--- src/rtl/fsm_stim_driver.sv ---
// fsm_stim_driver: initiator-side sequencer for the start/d/done handshake.
// The host loads up to DEPTH words. On go the block pulses start for one cycle
// and streams the words onto d, then holds the last word until done arrives or
// the timeout expires. It then reports pass/fail and the measured latency.
module fsm_stim_driver #(
  parameter int DEPTH   = 8,
  parameter int TIMEOUT = 255,
  parameter int CW      = 8
) (
  input  logic                     clk,
  input  logic                     reset,
  input  logic                     wr_en,
  input  logic [15:0]              wr_data,
  input  logic                     clr,
  input  logic                     go,
  output logic                     start,
  output logic [15:0]              d,
  input  logic                     done,
  output logic                     busy,
  output logic                     pass,
  output logic                     fail,
  output logic [CW-1:0]            latency,
  output logic [$clog2(DEPTH):0]   count
);

  localparam int DATA_W = 16;
  localparam int IW     = $clog2(DEPTH);

  localparam logic [IW:0]   CNT_ONE  = (IW+1)'(1);
  localparam logic [IW:0]   CNT_FULL = (IW+1)'(DEPTH);
  localparam logic [IW-1:0] IDX_ONE  = IW'(1);
  localparam logic [CW-1:0] LAT_ONE  = CW'(1);
  localparam logic [CW-1:0] LAT_MAX  = {CW{1'b1}};
  localparam logic [CW-1:0] LAT_TO   = CW'(TIMEOUT);

  typedef enum logic [2:0] {
    S_IDLE,
    S_START,
    S_FEED,
    S_WAIT,
    S_FINISH
  } state_t;

  state_t              state_q, state_d;
  logic [IW-1:0]       idx_q, idx_d;
  logic [CW-1:0]       lat_cnt_q, lat_cnt_d;
  logic [IW:0]         count_q, count_d;
  logic                pass_q, pass_d;
  logic                fail_q, fail_d;
  logic [CW-1:0]       latency_q, latency_d;

  logic [DATA_W-1:0]   mem_q [DEPTH];
  logic                mem_we;
  logic [IW-1:0]       mem_waddr;

  logic [IW:0]         last_w;
  logic [CW-1:0]       lat_next;

  // Index of the final buffered word; idx stops here so WAIT can keep reading it.
  assign last_w   = count_q - CNT_ONE;
  // Latency counter saturates instead of wrapping.
  assign lat_next = (lat_cnt_q == LAT_MAX) ? lat_cnt_q : lat_cnt_q + LAT_ONE;

  assign pass    = pass_q;
  assign fail    = fail_q;
  assign latency = latency_q;
  assign count   = count_q;

  // Next-state, datapath updates and Moore outputs of the sequencer.
  always_comb begin
    state_d   = state_q;
    idx_d     = idx_q;
    lat_cnt_d = lat_cnt_q;
    count_d   = count_q;
    pass_d    = pass_q;
    fail_d    = fail_q;
    latency_d = latency_q;
    mem_we    = 1'b0;
    mem_waddr = count_q[IW-1:0];
    start     = 1'b0;
    d         = '0;
    busy      = 1'b0;

    case (state_q)
      S_IDLE: begin
        // An accepted go wins over a simultaneous load or clear.
        if (go && (count_q != '0)) begin
          state_d = S_START;
          pass_d  = 1'b0;
          fail_d  = 1'b0;
        end else if (clr) begin
          if (wr_en) begin
            mem_we    = 1'b1;
            mem_waddr = '0;
            count_d   = CNT_ONE;
          end else begin
            count_d   = '0;
          end
        end else if (wr_en && (count_q != CNT_FULL)) begin
          mem_we  = 1'b1;
          count_d = count_q + CNT_ONE;
        end
      end

      S_START: begin
        // done is still stale from the previous run here, so it is not looked at.
        start     = 1'b1;
        busy      = 1'b1;
        idx_d     = '0;
        lat_cnt_d = '0;
        state_d   = S_FEED;
      end

      S_FEED, S_WAIT: begin
        busy      = 1'b1;
        d         = mem_q[idx_q];
        lat_cnt_d = lat_next;
        if (state_q == S_FEED) begin
          if ({1'b0, idx_q} == last_w) begin
            state_d = S_WAIT;
          end else begin
            idx_d = idx_q + IDX_ONE;
          end
        end
        // done beats the timeout when both land in the same cycle.
        if (done) begin
          latency_d = lat_cnt_q;
          pass_d    = 1'b1;
          state_d   = S_FINISH;
        end else if (lat_cnt_q == LAT_TO) begin
          latency_d = LAT_TO;
          fail_d    = 1'b1;
          state_d   = S_FINISH;
        end
      end

      S_FINISH: begin
        state_d = S_IDLE;
      end

      default: begin
        state_d = S_IDLE;
      end
    endcase
  end

  // Control and status registers, cleared asynchronously.
  always_ff @(posedge clk or posedge reset) begin
    if (reset) begin
      state_q   <= S_IDLE;
      idx_q     <= '0;
      lat_cnt_q <= '0;
      count_q   <= '0;
      pass_q    <= 1'b0;
      fail_q    <= 1'b0;
      latency_q <= '0;
    end else begin
      state_q   <= state_d;
      idx_q     <= idx_d;
      lat_cnt_q <= lat_cnt_d;
      count_q   <= count_d;
      pass_q    <= pass_d;
      fail_q    <= fail_d;
      latency_q <= latency_d;
    end
  end

  // Word buffer; contents are meaningless after reset, so it has no reset.
  always_ff @(posedge clk) begin
    if (mem_we) begin
      mem_q[mem_waddr] <= wr_data;
    end
  end

endmodule

--- config.mk ---
export PLATFORM = sky130hd
export DESIGN_NAME = fsm_stim_driver
export DESIGN_NICKNAME = d
export VERILOG_FILES = /design/src/rtl/fsm_stim_driver.sv
export SDC_FILE = /design/constraint.sdc
export NUM_CORES = 1
export LEC_CHECK = 0
export CAP_MARGIN = 30
export CORE_MARGIN = 10
export CORE_UTILIZATION = 50
export CTS_CLUSTER_SIZE = 16
export DETAILED_ROUTE_END_ITERATION = 10
export PLACE_DENSITY = 0.72
export REMOVE_ABC_BUFFERS = 1
export SYNTH_ARGS = -nofsm -noshare
export SYNTH_HDL_FRONTEND = slang
export SYNTH_SLANG_ARGS = --single-unit
--- constraint.sdc ---
create_clock -name clk -period 3.7 [get_ports clk]
set_input_delay 0.74 -clock clk [delete_from_list [all_inputs] [get_ports clk]]
set_output_delay 0.74 -clock clk [all_outputs]
set_load 0.03 [all_outputs]
# Word level (Yosys, flattened, before mapping)
# Memory sizes are Yosys's and may differ from the RTL's.
# Index checks and enable logic that the tools add are counted.
# word_totals
reg_bits	28
mem_bits_rw	128
inputBits	22
output_inout_bits	32
wordCells	81
memories	1
# mem_list
memory	depth	word_bits	read_ports	rd_ports_with_merged_regs	write_ports	line_no	source
mem_q	8	16	1	0	1	52	logic [DATA_W-1:0] mem_q [DEPTH];
# op_classes
add_sub_neg	4
n_eq_ne	15
muxes	36
bitwise_logic	1
reduce_logical	17
# op_table
op	n
3-bit 2-to-1 mux	11
8-bit 2-to-1 mux	3
16-bit 2-to-1 mux	1
8-bit case mux with 2 select lines	1
1-bit 2-to-1 mux	14
2-bit != test, second input constant	7
4-bit != test, second input constant	3
3-bit AND reduction	4
3-bit case mux with 3 select lines	1
8-bit by 1-bit adder with 8-bit output, second input constant	1
8-bit equality test, second input constant	1
4-bit 2-to-1 mux	2
2-bit nonzero test	4
3-bit by 2-bit equality test with 1-bit output, second input constant	2
3-bit case mux with 2 select lines	1
4-bit by 1-bit adder with 4-bit output, second input constant	1
3-bit by 4-bit equality test with 1-bit output	1
1-bit case mux with 2 select lines	2
2-bit AND reduction	2
4-bit AND reduction	1
4-bit nonzero test	1
4-bit by 1-bit subtractor with 4-bit output, second input constant	1
3-bit by 1-bit adder with 3-bit output, second input constant	1
3-bit by 1-bit equality test with 1-bit output, second input constant	1
other kinds (5)	6

# Logic depth before layout (Yosys ltp)
# Gate-level depths: netlist of the first run.
# depth
depth_word	8
depth_mapped	8
mapped_depth_nobuf	6

# Least setup slack after synthesis of the first run
# No wires, ideal clock.
# synth_timing
path_kind	flip-flop to flip-flop
from	register count_q[1] (netlist: count[1])
to	memory mem_q[0][0] (enable)
setup_time_ns	0.414
t_arrival_ns	3.356
required_time_ns	3.286
slack_ns	-0.071
path_stages_with_launch	9
n_path_buf	2
period_less_slack_ns	3.771
cell_sequence	dfrtp_1 > clkbuf_1 > inv_1 > ha_1 > or3b_1 > buf_6 > a2111oi_4 > nand2_2 > o31ai_1
# synth_via
elab_chain_len	8
word_cells_on_any_way	14
classes_between	1 x eq/ne; 10 x mux; 3 x reduce/logical
# synth_lines
element	line_no	source
start: declaration	47	logic [IW:0] count_q, count_d;
start signal: assignment	161	count_q <= count_d;
4-bit != test	99	end else if (wr_en && (count_q != CNT_FULL)) begin
1-bit logical AND	99	
1-bit 2-to-1 mux	99	
1-bit 2-to-1 mux	91	end else if (clr) begin
1-bit 2-to-1 mux	87	if (go && (count_q != '0)) begin
1-bit 2-to-1 mux	84	case (state_q)
1-bit 2-to-1 mux	170	if (mem_we) begin
1-bit 2-to-1 mux (not written as such)	171	mem_q[mem_waddr] <= wr_data;
end: declaration	52	
# Several ways; a longest one is shown, not always the timed one.

# Worst setup path in the final report of the first run
# layout_timing
from	register idx_q[0]
to	output port d[3]
# layout_via
elab_chain_len	2
# layout_lines
element	line_no	source
start: declaration	45	logic [IW-1:0] idx_q, idx_d;
start signal: assignment	159	idx_q <= idx_d;
memory read 8 x 16 bit	--	
16-bit 2-to-1 mux	84	
end: declaration	17	output logic [15:0] d,
# Every way passes these cells.

==> metrics, run 1 <==
status completed; initial antenna violation count 0; Starting Density 0.510; CTS Buffer Depth 2; xor and xnor area share after synthesis 0.0103; I/O pin cnt between 50 and 60; largest net degree at the start of global routing 39; core area approximately 13000 µm²; proportion of synthesized area in mux cells 0.139; Die ar. 17800 µm²; CTS tree yes; Synth cell types 52; required time worst endpoint 2960 ps; DR pass1 iterations 4; ys flop type edfxtp_1; Setup Crit Path Kind reg -> out; pwr/cell area 764 nW/µm²; fillers between 900 and 1000; Min Clock Period, post-route approximately 3200 ps; Final TNS setup 0 ps; DR iter-0 viols approximately 270; Worst Setup EP d[3]; GR Overflow Total 0; R2R Path End mem_q[1][7]; worst reg-to-reg setup slack roughly 770 ps; synthesized area per cell 17.7 µm²; Root Driver clkbuf_16; Post-DP HPWL ~7.5 mm; layout cells sized above 1 0.195; largest family of logic cells by synthesized area multiplexers; setup bufs post-CTS 0; Worst Path Arrival about 2500 ps; cell count after synthesis around 360; H-tree depth 4; post-CTS sizing 0; Fmax ~300 MHz; vias per cell ~5.7; Clock Skew approximately 7.5 ps; Post-synth ARST share 0.179; slew of the pin with the lowest slew margin 663 ps; FF+latch count, synth between 150 and 200; number of global-route vias before repair ~3700; total CTS buffers 17; fin nets 460; Synth Area in Adders 0.00781; simple-gate share of the synthesized area 0.0626; Worst-path clk slew approximately 60 ps; r2r startpoint count[1]; Die Ht around 130 µm; DR WL/cell slightly above 20 µm; Fin. Hold Viols 0; first-pass GRT wire length just over 20 mm; Layout area overhead 21.9%; DR vias about 3500; worst skew pair latency 410 ps; Max-Cap Viols 0; CP endpoint kind output port; CP max FO 38; min-delay src pass; Routed Antenna Nets 0; crit start category flop; Setup WS post-layout approximately 450 ps; Final Cycle Share 0.878; Post-synth EDFFs between 100 and 150; Worst Hold Class reg -> reg; LEAKAGE 2.62 nW; final setup fails 0; cts hold-fix bufs 0; Yosys warning total 0; row cnt 41; worst setup path startpoint idx_q[0]; die width ~130 µm; RSZ-0062 raised after global routing no; Synth Cell Area 6410 µm²; GPL Wtd Cong ~0.77; cell count of the worst reg-to-reg path 7; Seq/Total Area, Yosys 0.709; Detailed Route WL roughly 13 mm; Compound-Gate Fraction of Synth Area 0.0541; ANT cells 0; fin. max-slew vios 0; DP Worst Slack ~790 ps; GRT Total Usage 0.150; max-slew headroom at the worst pin 0.554; maximum vdd drop around 470 µV; clk sinks around 160; # port buffers 53; DRC viols 0
## state kept, by name, indices dropped and copies added, names as in the netlist
signal and count:
lat_cnt_q 8, state_q 3, idx_q 3, count 4, fail 1, latency 8, mem_q 128, pass 1
## metrics by stage
stage	hold slack (ps)	total power [mW]	instances	area, µm²	utilization
after detailed placement	467	4.31	587	7230	0.575
final	473	5.97	619	7810	0.622
after CTS	481	6.04	619	7810	0.622
after floorplan	511	3.60	346	6330	-
after global placement	463	4.26	586	7200	0.573
after global routing	525	6.28	619	7810	0.622
## final cells by class
| cell class | instances | area [µm²] | share of cell area |
|---|---|---|---|
| inverter | 7 | 26.3 | 0.00336 |
| clock inverter | 12 | 145 | 0.0186 |
| sequential | 156 | 4550 | 0.582 |
| clock buffer | 20 | 437 | 0.0559 |
| tap | 172 | 215 | 0.0275 |
| multi-input combinational | 183 | 1760 | 0.225 |
| timing repair buffer | 69 | 683 | 0.0874 |
## cells in the mapped netlist (2+ instances only)
cell / instances / area, µm²
edfxtp_1: 128 / 3840
mux4_2: 32 / 721
nor2_1: 30 / 113
dfrtp_1: 28 / 701
mux2i_1: 17 / 170
nand2_1: 15 / 56.3
nand3_1: 11 / 55.1
clkbuf_1: 8 / 30.0
o22a_1: 8 / 70.1
a21oi_1: 6 / 30.0
inv_1: 6 / 22.5
o21ai_0: 6 / 30.0
buf_2: 5 / 25.0
ha_1: 4 / 50.1
o211ai_1: 4 / 30.0
nand4_1: 3 / 18.8
o31ai_1: 3 / 22.5
xnor2_1: 3 / 26.3
a211oi_1: 2 / 15.0
a31oi_1: 2 / 12.5
buf_1: 2 / 7.51
buf_6: 2 / 22.5
nand2_2: 2 / 12.5
nand3b_1: 2 / 15.0
nor3b_1: 2 / 15.0
nor4_1: 2 / 12.5
o2111ai_1: 2 / 17.5
o21a_1: 2 / 15.0
or3_2: 2 / 15.0
xor2_1: 2 / 17.5
## per-layer routing
metal | up-vias | GRT usage | wire length (µm)
met5 | - | 0 | 0
met4 | 0 | 0.0478 | 132
met3 | 14 | 0.0485 | 795
met2 | 96 | 0.241 | 6320
met1 | 1795 | 0.190 | 5310
li1 | 1600 | - | -
## kinds of logic (layout without fill, tap and decap cells)
logic type | Yosys count | count (layout)
xor gates and xnor gates | 6 | 6
muxes | 49 | 49
DFF | 156 | 156
and+or+nand+nor | 79 | 79
buffers and inverters | 24 | 108
adders and majority gates | 4 | 4
AOI/OAI and AO/OA | 45 | 45
## report_power, final
group / leakage (nW) / switching, mW / internal, mW / total (mW)
combinational: 0.826 / 1.12 / 0.881 / 2.00
clock: 0.279 / 0.657 / 1.05 / 1.71
sequential: 1.52 / 0.120 / 2.14 / 2.26
total: 2.62 / 1.90 / 4.07 / 5.97
## worst max-delay path, stage by stage, from the launching register on
cell,delay (ps)
dfrtp_2,370
buf_12,290
mux4_2,560
mux2i_1,170
nor2_1,70
clkdlybuf4s50_1,610
## worst min path at each step
stage,to,cells after the start
floorplan,latency[5],1
global placement,pass,2
detailed placement,pass,2
CTS,pass,2
global route,fail,1
finish,pass,2
## cell usage in the layout, fill, tap and decap left out, drive strengths merged, types with 6 or more instances in the layout
master	Yosys	layout
edfxtp	128	128
clkdlybuf4s50	0	53
mux4	32	32
nor2	30	30
dfrtp	28	28
clkbuf	8	20
mux2i	17	17
nand2	17	17
buf	9	16
nand3	11	11
o22a	8	8
inv	6	7
clkinv	1	7
a21oi	6	6
o21ai	6	6
(Power assumes the default switching activity.)
==> run 2: changes to the inputs <==
- CELL_PAD_IN_SITES_DETAIL_PLACEMENT: not set -> 0
- CELL_PAD_IN_SITES_GLOBAL_PLACEMENT: not set -> 1
- CORE_UTILIZATION: 50 -> 45
- PLACE_DENSITY: 0.72 -> 0.75
==> metrics, run 2 (synthesis results as in run 1) <==
RSZ-0062 raised after global routing no; r2r startpoint count[0]; DR pass1 iterations 4; Routed Antenna Nets 0; total CTS buffers 17; Worst Hold Class reg -> reg; max-slew headroom at the worst pin 0.449; Root Driver clkbuf_16; DRC viols 0; worst reg-to-reg setup slack roughly 750 ps; Min Clock Period, post-route around 3500 ps; DR iter-0 viols 208; slew of the pin with the lowest slew margin roughly 830 ps; Final Cycle Share 0.940; ANT cells 0; H-tree depth 4; Detailed Route WL 13.0 mm; Die ar. between 15000 and 20000 µm²; worst setup path startpoint idx_q[0]; final setup fails 0; pwr/cell area roughly 750 nW/µm²; commonest non-fill, non-tap cell in the layout edfxtp_1; status completed; DR WL/cell between 20 and 25 µm; crit start category flop; worst skew pair latency a little over 400 ps; DR vias 3517; post-CTS sizing 0; Fmax 288 MHz; critical path's top delay family buffers and inverters; die width 139 µm; CP max FO 19; fin util 0.557; fin. max-slew vios 0; Clock Skew 7.54 ps; design area approximately 7800 µm²; row cnt 43; most frequent cells in the layout edfxtp_1 (128), clkdlybuf4s50_1 (53), mux4_2 (32); setup bufs post-CTS 0; Final TNS setup 0 ps; I/O pin cnt 54; CTS Buffer Depth 2; # port buffers 53; Fin. Hold Viols 0; Slowest cell on crit path dfrtp_2; Critical Path, Cell by Cell buf_12 -> mux4_2 -> mux2i_1 -> nor2_1 -> clkdlybuf4s50_1; GRT Total Usage 0.137; first-pass GRT wire length about 21 mm; cell count of the worst reg-to-reg path 7; clk sinks approximately 160; GR Overflow Total 0; layout cells sized above 1 0.196; core area ~14000 µm²; max reg flops 128; CP bufs+invs 2; LEAKAGE ~2.6 nW; CTS tree yes; required time worst endpoint about 3000 ps; Post-DP HPWL 7.91 mm; initial antenna violation count 0; cts hold-fix bufs 0; Hold Path End pass; Max-Cap Viols 0; DP Worst Slack roughly 630 ps; CP max stage delay about 640 ps; Worst-path clk slew about 60 ps; maximum vdd drop 312 µV; R2R Path End mem_q[1][12]; fin nets around 460; number of global-route vias before repair about 3800; min-delay src pass; Die Ht between 100 and 150 µm; Setup WS post-layout 223 ps; hold depth 2; Setup Crit Path Kind reg -> out; Layout area overhead 21.2%; Worst Path Arrival approximately 2700 ps; GPL Wtd Cong between 0.8 and 0.9; CP endpoint kind output port; vias per cell 5.60; Starting Density 0.460; largest net degree at the start of global routing 37; Largest Register mem_q; DP Area between 7000 and 8000 µm²
run 2: metrics by stage:
stage               std cells  power, mW  hold slack, ps
floorplan                 346       3.60             511
global placement          597       4.30             464
detailed placement        597       4.33             495
CTS                       628       5.91             510
global route              628       6.17             529
finish                    628       5.85             492
run 2: area by class of cell:
cell class | count | area [µm²]
clock buffers | 19 | 433
clock inverters | 12 | 98.8
fillers | 1089 | 6170
inverters | 7 | 26.3
multi-input cells | 183 | 1760
flip-flops and latches | 156 | 4550
well taps | 180 | 225
repair buffers | 71 | 678
run 2: worst register-to-register path, delay by kind of cell (launching register included):
| family | cells | cell delay (ps) |
|---|---|---|
| and+or+nand+nor | 3 | 870 |
| adders and majority gates | 1 | 250 |
| DFF | 1 | 450 |
| AOI/OAI and AO/OA | 1 | 520 |
| buffers and inverters | 2 | 530 |
run 2: report_power, final:
| group | internal [mW] | total (mW) | switching [mW] |
|---|---|---|---|
| registers | 2.14 | 2.28 | 0.141 |
| clock network | 0.915 | 1.57 | 0.657 |
| logic | 0.889 | 2.00 | 1.11 |
run 2: how the worst max path moves through the flow:
| stage | end | slack (ps) | cells past startpoint |
|---|---|---|---|
| global placement | d[7] | 650 | 5 |
| floorplan | mem_q[0][0] | 30 | 6 |
| CTS | d[7] | 160 | 5 |
| global route | d[7] | 20 | 5 |
| detailed placement | d[7] | 630 | 5 |
| finish | d[0] | 220 | 5 |
run 2: per-layer routing:
layer	vias to the layer above	track usage	wire length, µm
met2	105	0.226	6440
met5	-	0	0
li1	1601	-	-
met3	16	0.0381	729
met4	0	0.0494	163
met1	1795	0.169	5670
==> run 3: changes to the inputs <==
- SLEW_MARGIN: not set -> 20
==> results of run 3 <==
No change in the layout: final DEF, timing and power equal those of run 2.
